--- src/rtl/io_pkg.sv ---
// Shared defaults for the board-input debouncer: channel counts and synchronizer depth.
package io_pkg;
    localparam int NKEYS_DEF   = 4;
    localparam int NSW_DEF     = 10;
    localparam int SYNC_STAGES = 2;
endpackage

--- src/rtl/input_debouncer_if.sv ---
// Board-input bundle: raw levels and clear strobes in, debounced levels and press flags out.
// master drives the raw side (board/bench), slave is the debouncer.
interface input_debouncer_if #(
    parameter int NKEYS = io_pkg::NKEYS_DEF,
    parameter int NSW   = io_pkg::NSW_DEF
);
    logic [NKEYS-1:0] key_raw;
    logic [NKEYS-1:0] key_evt_clr;
    logic [NSW-1:0]   sw_raw;
    logic [NKEYS-1:0] key_out;
    logic [NKEYS-1:0] key_evt;
    logic [NSW-1:0]   sw_out;

    modport master (
        output key_raw, key_evt_clr, sw_raw,
        input  key_out, key_evt, sw_out
    );
    modport slave (
        input  key_raw, key_evt_clr, sw_raw,
        output key_out, key_evt, sw_out
    );
endinterface

--- src/rtl/debounce_channel.sv ---
// One channel: synchronizer, stability counter and debounced level flop.
// Latency: SYNC_STAGES + DEBOUNCE_CYCLES clocks from a clean raw edge; no backpressure.
module debounce_channel
    import io_pkg::*;
#(
    parameter int   DEBOUNCE_CYCLES = 500000,
    parameter int   CNT_BITS        = 20,
    parameter logic RESET_VAL       = 1'b0
) (
    input  logic clk,
    input  logic reset,
    input  logic raw,
    output logic deb
);
    localparam logic [CNT_BITS-1:0] CNT_LAST = CNT_BITS'(DEBOUNCE_CYCLES - 1);
    localparam logic [CNT_BITS-1:0] CNT_ONE  = CNT_BITS'(1);

    logic [SYNC_STAGES-1:0] sync_q, sync_d;
    logic [CNT_BITS-1:0]    cnt_q, cnt_d;
    logic                   deb_q, deb_d;
    logic                   synced;

    assign synced = sync_q[SYNC_STAGES-1];

    always_comb begin
        sync_d = {sync_q[SYNC_STAGES-2:0], raw};
        cnt_d  = '0;
        deb_d  = deb_q;
        // Any cycle of agreement restarts the count, so bounces never accumulate.
        if (synced != deb_q) begin
            if (cnt_q == CNT_LAST) begin
                deb_d = synced;
            end else begin
                cnt_d = cnt_q + CNT_ONE;
            end
        end
    end

    always_ff @(posedge clk) begin
        if (reset) begin
            sync_q <= {SYNC_STAGES{RESET_VAL}};
            cnt_q  <= '0;
            deb_q  <= RESET_VAL;
        end else begin
            sync_q <= sync_d;
            cnt_q  <= cnt_d;
            deb_q  <= deb_d;
        end
    end

    assign deb = deb_q;
endmodule

--- src/rtl/input_debouncer.sv ---
// Debounces all board buttons (active-low) and switches, and latches sticky key-press flags.
// Latency: 2 + DEBOUNCE_CYCLES clocks per level change, press flag one clock later; no backpressure.
module input_debouncer
    import io_pkg::*;
#(
    parameter int NKEYS           = NKEYS_DEF,
    parameter int NSW             = NSW_DEF,
    parameter int DEBOUNCE_CYCLES = 500000,
    parameter int CNT_BITS        = 20
) (
    input  logic                 clk,
    input  logic                 reset,
    input_debouncer_if.slave     io
);
    logic [NKEYS-1:0] key_deb;
    logic [NSW-1:0]   sw_deb;
    logic [NKEYS-1:0] key_prev_q, key_prev_d;
    logic [NKEYS-1:0] evt_q, evt_d;
    logic [NKEYS-1:0] key_press;

    for (genvar i = 0; i < NKEYS; i++) begin : g_key
        debounce_channel #(
            .DEBOUNCE_CYCLES (DEBOUNCE_CYCLES),
            .CNT_BITS        (CNT_BITS),
            .RESET_VAL       (1'b1)
        ) u_chan (
            .clk   (clk),
            .reset (reset),
            .raw   (io.key_raw[i]),
            .deb   (key_deb[i])
        );
    end

    for (genvar i = 0; i < NSW; i++) begin : g_sw
        debounce_channel #(
            .DEBOUNCE_CYCLES (DEBOUNCE_CYCLES),
            .CNT_BITS        (CNT_BITS),
            .RESET_VAL       (1'b0)
        ) u_chan (
            .clk   (clk),
            .reset (reset),
            .raw   (io.sw_raw[i]),
            .deb   (sw_deb[i])
        );
    end

    // Press is a 1->0 edge of the debounced level; a set beats a same-cycle clear.
    always_comb begin
        key_press  = key_prev_q & ~key_deb;
        key_prev_d = key_deb;
        evt_d      = (evt_q & ~io.key_evt_clr) | key_press;
    end

    always_ff @(posedge clk) begin
        if (reset) begin
            key_prev_q <= '1;
            evt_q      <= '0;
        end else begin
            key_prev_q <= key_prev_d;
            evt_q      <= evt_d;
        end
    end

    assign io.key_out = key_deb;
    assign io.sw_out  = sw_deb;
    assign io.key_evt = evt_q;
endmodule

--- src/flat_wrapper.sv ---
// flat-port wrapper written by rule: the top's interface ports become plain ports
module input_debouncer_flat import io_pkg::*;
#(
    parameter int NKEYS           = NKEYS_DEF,
    parameter int NSW             = NSW_DEF,
    parameter int DEBOUNCE_CYCLES = 500000,
    parameter int CNT_BITS        = 20
)
  (clk, reset, io_key_raw, io_key_evt_clr, io_sw_raw, io_key_out, io_key_evt, io_sw_out);
  input_debouncer_if #(.NKEYS(NKEYS), .NSW(NSW)) io_i ();
  input  logic clk;
  input  logic reset;
  input wire logic [$bits(io_i.key_raw)-1:0] io_key_raw;
  input wire logic [$bits(io_i.key_evt_clr)-1:0] io_key_evt_clr;
  input wire logic [$bits(io_i.sw_raw)-1:0] io_sw_raw;
  output wire logic [$bits(io_i.key_out)-1:0] io_key_out;
  output wire logic [$bits(io_i.key_evt)-1:0] io_key_evt;
  output wire logic [$bits(io_i.sw_out)-1:0] io_sw_out;
  assign io_i.key_raw = io_key_raw;
  assign io_i.key_evt_clr = io_key_evt_clr;
  assign io_i.sw_raw = io_sw_raw;
  assign io_key_out = io_i.key_out;
  assign io_key_evt = io_i.key_evt;
  assign io_sw_out = io_i.sw_out;
  input_debouncer #(.NKEYS(NKEYS), .NSW(NSW), .DEBOUNCE_CYCLES(DEBOUNCE_CYCLES), .CNT_BITS(CNT_BITS)) u_core (.clk(clk), .reset(reset), .io(io_i));
endmodule
--- config.mk ---
export PLATFORM = sky130hd
export DESIGN_NAME = input_debouncer_flat
export DESIGN_NICKNAME = d
export VERILOG_FILES = /design/src/rtl/io_pkg.sv /design/src/rtl/input_debouncer_if.sv /design/src/rtl/debounce_channel.sv /design/src/rtl/input_debouncer.sv /design/src/flat_wrapper.sv
export SDC_FILE = /design/constraint.sdc
export NUM_CORES = 1
export LEC_CHECK = 0
export ABC_AREA = 1
export BUFFER_PORTS_ARGS = -buffer_cell sky130_fd_sc_hd__buf_2
export CAP_MARGIN = 20
export CORE_MARGIN = 4
export CORE_UTILIZATION = 54
export CTS_BUF_LIST = sky130_fd_sc_hd__clkbuf_2 sky130_fd_sc_hd__clkbuf_4 sky130_fd_sc_hd__clkbuf_8
export DETAILED_ROUTE_END_ITERATION = 7
export PLACE_DENSITY_LB_ADDON = 0.15
export SETUP_SLACK_MARGIN = 0.2
export SLEW_MARGIN = 20
export SYNTH_ARGS = -nofsm -noshare
export SYNTH_HDL_FRONTEND = slang
export SYNTH_HIERARCHICAL = 1
export SYNTH_SLANG_ARGS = --single-unit
--- constraint.sdc ---
create_clock -name clk -period 1.8 [get_ports clk]
set_clock_uncertainty 0.05 [all_clocks]
set_input_delay 0.27 -clock clk [delete_from_list [all_inputs] [get_ports clk]]
set_output_delay 0.27 -clock clk [all_outputs]
set_load 0.02 [all_outputs]
# Word level (Yosys, flattened, before mapping)
# Index checks and enable logic that the tools add are counted.
totals:
  regBits: 330
  out_inout_bits: 18
classes:
  eq_ne: 28
  addsub: 14
  bitwise: 19
  n_reduce_logical: 28
op_table:
  columns: ["op", "count"]
  rows:
  - ["adder 20 x 1 -> 20 bit (second input constant)", 14]
  - ["equality test 20 x 19 -> 1 bit (second input constant)", 14]
  - ["OR reduction 3 bit", 14]
  - ["AND reduction 2 bit", 14]
  - ["!= test 1 bit", 14]
  - ["inverter 1 bit", 14]
  - ["bitwise AND 4 bit", 2]
  - ["inverter 4 bit", 2]
  - ["OR 4 bit", 1]

# Longest topological paths before layout
logic_depth:
  ltp_word: 3
  depth_mapped: 9
  depth_no_buf: 9

# Cells and area by module
# The synthesis kept the hierarchy.
by_module_without_submodules:
  columns: ["module", "cells_each", "instances", "area_each_um2", "seq_area_each_um2"]
  rows:
  - ["debounce_channel (u_core.g_sw[0].u_chan ...)", 179, 10, 1255.0, 460.4]
  - ["debounce_channel (u_core.g_key[0].u_chan ...)", 161, 4, 1188.6, 460.4]
  - ["input_debouncer", 33, 1, 259.0, 160.2]

# Least setup slack after synthesis
# Ideal clock, no wire load.
synth_path:
  path_kind: "register to register"
  start: "reg u_core.g_key[0].u_chan.cnt_q[0]"
  end: "reg u_core.g_key[0].u_chan.cnt_q[12]"
  path_stages_with_launch: 8
  setup_slack_ps: 436
  period_less_slack_ps: 1364
  arrival_time_ps: 1200
  path_cell_list: "dfxtp_1 -> ha_1 -> nand3_2 -> inv_1 -> nand3_2 -> nand2_4 -> buf_12 -> nor2_2"
synth_via:
  elab_chain_cells: 2
  word_cells_on_any_way: 3
  classes_between: "1 x add/sub; 1 x eq/ne; 1 x reduce/logical"
synth_rtl:
  columns: ["item", "line_no", "rtl"]
  rows:
  - ["start: declaration", "debounce_channel.sv:19", "logic [CNT_BITS-1:0] cnt_q, cnt_d;"]
  - ["start signal: assignment", "debounce_channel.sv:46", "cnt_q <= cnt_d;"]
  - ["branches (longest 2 deep; another with adder 20 x 1 -> 20 bit)", null, null]
# Several ways; the timed one is not identified.
# A chain may end at the register's enable or synchronous reset.

# Final worst setup path
layout_path:
  start: "reg u_core.g_sw[2].u_chan.cnt_q[0]"
  end: "reg u_core.g_sw[2].u_chan.cnt_q[6]"
layout_via:
  elab_chain_cells: 2
  word_cells_on_any_way: 3
  classes_between: "1 x add/sub; 1 x eq/ne; 1 x reduce/logical"
layout_rtl:
  columns: ["item", "line_no"]
  rows:
  - ["start: declaration", "debounce_channel.sv:19"]
  - ["start signal: assignment", "debounce_channel.sv:46"]
  - ["branches (longest 2 deep; another with adder 20 x 1 -> 20 bit)", null]
# Several ways; the timed one is not identified.

==> flow_metrics.tcl <==
set metrics [dict create \
    drt-pass1-iter-count 6 \
    leakagePower_nw 7.14 \
    pre_cts_ws_ns 0.181 \
    finalSetupViolCount 0 \
    grtUsageTotal_pct 19.3 \
    synth.net_count 2501 \
    hp-class "in2reg" \
    ff2ff_setup_slack_ns 0.27 \
    reg2reg_depth 7 \
    drt_iter0_drc 711 \
    hold_viol 0 \
    slew_violations 0 \
    max_stage_delay_ns 0.39 \
    path_cells "ha_1 > nand3_2 > inv_2 > nand3_2 > nand2_8 > buf_4 > nor2_2" \
    synthCells 2467 \
    grt_max_degree 37 \
    antenna_found_initial 0 \
    port_buffers 37 \
    die_x_um 188 \
    switching_share_pct 21.5 \
    crit_type "reg2reg" \
    fin_tns_setup_ns 0 \
    htreeDepth 2 \
    pwr-share-clk_pct 50.9 \
    final_antenna_net_count 0 \
    cpMostUsedCell "nand3_2" \
    avgSynthCellArea_um2 7.12 \
    fin_crit_sh_pct 84.7 \
    whs_path_depth 3 \
    slew_headroom_pct 68.7 \
    tritoncts "built" \
    status "complete, no violations" \
    intPower_mw 12.3 \
    fp.dieH_um 188 \
    cts_buffer_depth 3 \
    p_per_area_nw_per_um2 759 \
    grt.overflow.total 0 \
    yosysWarnings 6 \
    worst_hold_slack_ns 0.0477 \
    clk_latency_ns 0.62 \
    combPwrFrac_pct 2.3 \
    path_delay_family "simple AND/OR/NAND/NOR gates" \
    hp-start "reset" \
    cap_violations 0 \
    cts_sinks 330 \
    cp-end-kind "register" \
    areaGrowthSynthToFinish_pct 18.0 \
    fin_nets 2696 \
    timing.rr.start "u_core/g_sw[2].u_chan/cnt_q[0]$_SDFF_PP0_" \
    worst_pin_slew_ns 0.468 \
    final_core_util_pct 65.2 \
    core_area_um2 31800 \
    grt_pass1_vias 14100 \
    worstPathMaxFanout 17 \
    wl_um 35900 \
    grt_pass1_wl_um 61200 \
    ir_drop_mv 0.764 \
    crit_required_ns 2.24 \
    boundaryPins 38 \
    numCtsBuffers 57 \
    fmax_ghz 0.656 \
    syn_area_um2 17600 \
    gp_congestion 0.892 \
    cp_num_buf_inv 2 \
    critPathArrivalTime_ns 1.97 \
    yosysUniqueCellTypes 27 \
    worst_slack_ns 0.275 \
    fp-row-count 65 \
    start_util_pct 55.2 \
    yosysSeqAreaShare_pct 37.6 \
    via_per_inst 4.88 \
    drive_gt1_share_pct 23.8 \
    diodes 0 \
    hold-path-endpoint "u_core/g_sw[5].u_chan/sync_q[1]$_SDFF_PP0_" \
    cts_root_buf "clkbuf_8" \
    cp_slowest_cell "dfxtp_1" \
    avgRoutedWirePerCell_um 11.4 \
    hpwl_um 24900 \
    ys_ff_latch 330 \
    vias 15300 \
    drcViolationCount 0 \
    dieArea_um2 35500 \
    r2r_end "u_core/g_sw[2].u_chan/cnt_q[6]$_SDFF_PP0_" \
    startpoint_type "register" \
    switchingPower_mw 3.39 \
    rsz0062_at_grt "no" \
    crit_start "u_core/g_sw[2].u_chan/cnt_q[0]$_SDFF_PP0_" \
    path_clk_slew_ns 0.06 \
    finalCriticalPeriod_ns 1.53 \
    power_frac_seq_pct 46.8 \
]
-- worst reg2reg max path, cell delays in order, from the launching register on --
cell and delay [ns]:
dfxtp_1 0.39, ha_1 0.23, nand3_2 0.14, inv_2 0.11, nand3_2 0.15, nand2_8 0.17
buf_4 0.14, nor2_2 0.03
-- power groups by stage --
| stage | Sequential [mW] | Clock, mW | Combinational (mW) |
|---|---|---|---|
| after floorplan | 7.52 | 0 | 0.167 |
| after global placement | 7.53 | 0 | 0.203 |
| after detailed placement | 7.53 | 0 | 0.209 |
| after CTS | 7.37 | 8.23 | 0.248 |
| after global routing | 7.37 | 8.57 | 0.390 |
| final | 7.37 | 8.01 | 0.356 |
-- registers in the layout (all words and copies together) (netlist names) --
register	count
u_core/key_prev_q	4
u_core/g_sw.u_chan/deb	10
u_core/g_key.u_chan/cnt_q	80
u_core/io.key_evt	4
u_core/g_sw.u_chan/sync_q	20
u_core/g_key.u_chan/deb	4
u_core/g_sw.u_chan/cnt_q	200
u_core/g_key.u_chan/sync_q	8
-- cells in the final DEF, fill, tap and decap left out --
cell type      count
clkinvlp_4         5
dlygate4sd3_1     19
buf_12            20
inv_2             19
dfxtp_1          328
xor2_1           104
nor2_4            26
o21bai_1          14
nand3b_2           4
nand4_1           48
clkbuf_4           4
nor2_1           410
clkinv_2          16
clkinv_4           1
xnor2_1           32
buf_4             74
bufinv_16          7
ha_2               2
nand3_2           42
nand2_1          476
or2_0             18
inv_6              2
dfxtp_2            2
clkbuf_8          74
ha_1              12
o21ai_1           21
clkinv_1          10
or2_2             26
nand3b_1           4
inv_1            294
nand2_2           66
buf_2             37
nand3_1          182
nand2_8           14
o21ai_0            7
a21oi_1           84
a21oi_2           10
nor2_2           194
-- final cells by class --
| class | count | area, µm² |
|---|---|---|
| repair buffers | 150 | 1330 |
| fillers | 2847 | 11100 |
| multi-input cells | 1796 | 9630 |
| inverters | 327 | 1230 |
| clock inverters | 27 | 334 |
| clock buffers | 78 | 1050 |
| flip-flops and latches | 330 | 6610 |
| well taps | 435 | 544 |
-- how the worst max path moves through the flow --
stage               slack, ns                                           to  cells after the start
global route             0.18   u_core/g_sw[5].u_chan/cnt_q[16]$_SDFF_PP0_                      8
global placement         0.26  u_core/g_key[2].u_chan/cnt_q[16]$_SDFF_PP0_                      8
CTS                      0.20   u_core/g_sw[5].u_chan/cnt_q[16]$_SDFF_PP0_                      8
finish                   0.27    u_core/g_sw[2].u_chan/cnt_q[6]$_SDFF_PP0_                      7
floorplan                0.44  u_core/g_key[0].u_chan/cnt_q[12]$_SDFF_PP0_                      7
detailed placement       0.18  u_core/g_key[2].u_chan/cnt_q[16]$_SDFF_PP0_                      8
-- per-stage QoR --
step	std cells	instance area [µm²]	total power, mW
after global routing	3143	20700	16.3
after detailed placement	2927	18000	7.74
final	3143	20700	15.7
after floorplan	2467	17600	7.69
after global placement	2927	18000	7.73
after CTS	3051	19700	15.8
-- kinds of logic (layout without fill, tap and decap cells) --
family / count (synthesis) / count (layout) / share of synthesized area [%]
buf+inv: 341 / 582 / 8.61
fa+ha+maj: 14 / 14 / 0.997
xor+xnor: 136 / 136 / 6.78
flops: 330 / 330 / 37.6
simple gates: 1510 / 1510 / 41.7
compound gates: 136 / 136 / 4.29
-- synthesized netlist by cell type (all sizes together) --
library cell | count | area (µm²)
clkinv | 14 | 57.6
nand2 | 556 | 2360
nand3 | 224 | 1280
buf | 14 | 280
ha | 14 | 175
xnor2 | 32 | 280
xor2 | 104 | 911
a21oi | 94 | 508
o21ai | 28 | 140
inv | 313 | 1170
nand4 | 48 | 300
nand3b | 8 | 75.1
nor2 | 630 | 3040
o21bai | 14 | 105
or2 | 44 | 275
dfxtp | 330 | 6610
-- per-layer routing --
layer,track usage [%],wire (µm),vias to the layer above
met5,0,0,-
met1,24.9,16800,6966
met2,33.4,17200,232
li1,-,-,8059
met3,3.32,1240,70
met4,5.58,728,0
-- timing repair --
| item | in CTS | in global routing |
|---|---|---|
| hold endpoints to repair | 18 | 0 |
| buffers inserted | 0 | 92 |
| pin swaps | 0 | 11 |
| cloned | 0 | 0 |
| endpoints found under the setup margin | 15 | 82 |
| hold buffers | 19 | 0 |
| resized for setup | 8 | 27 |
Note: power is estimated with default switching activity, not from simulation.
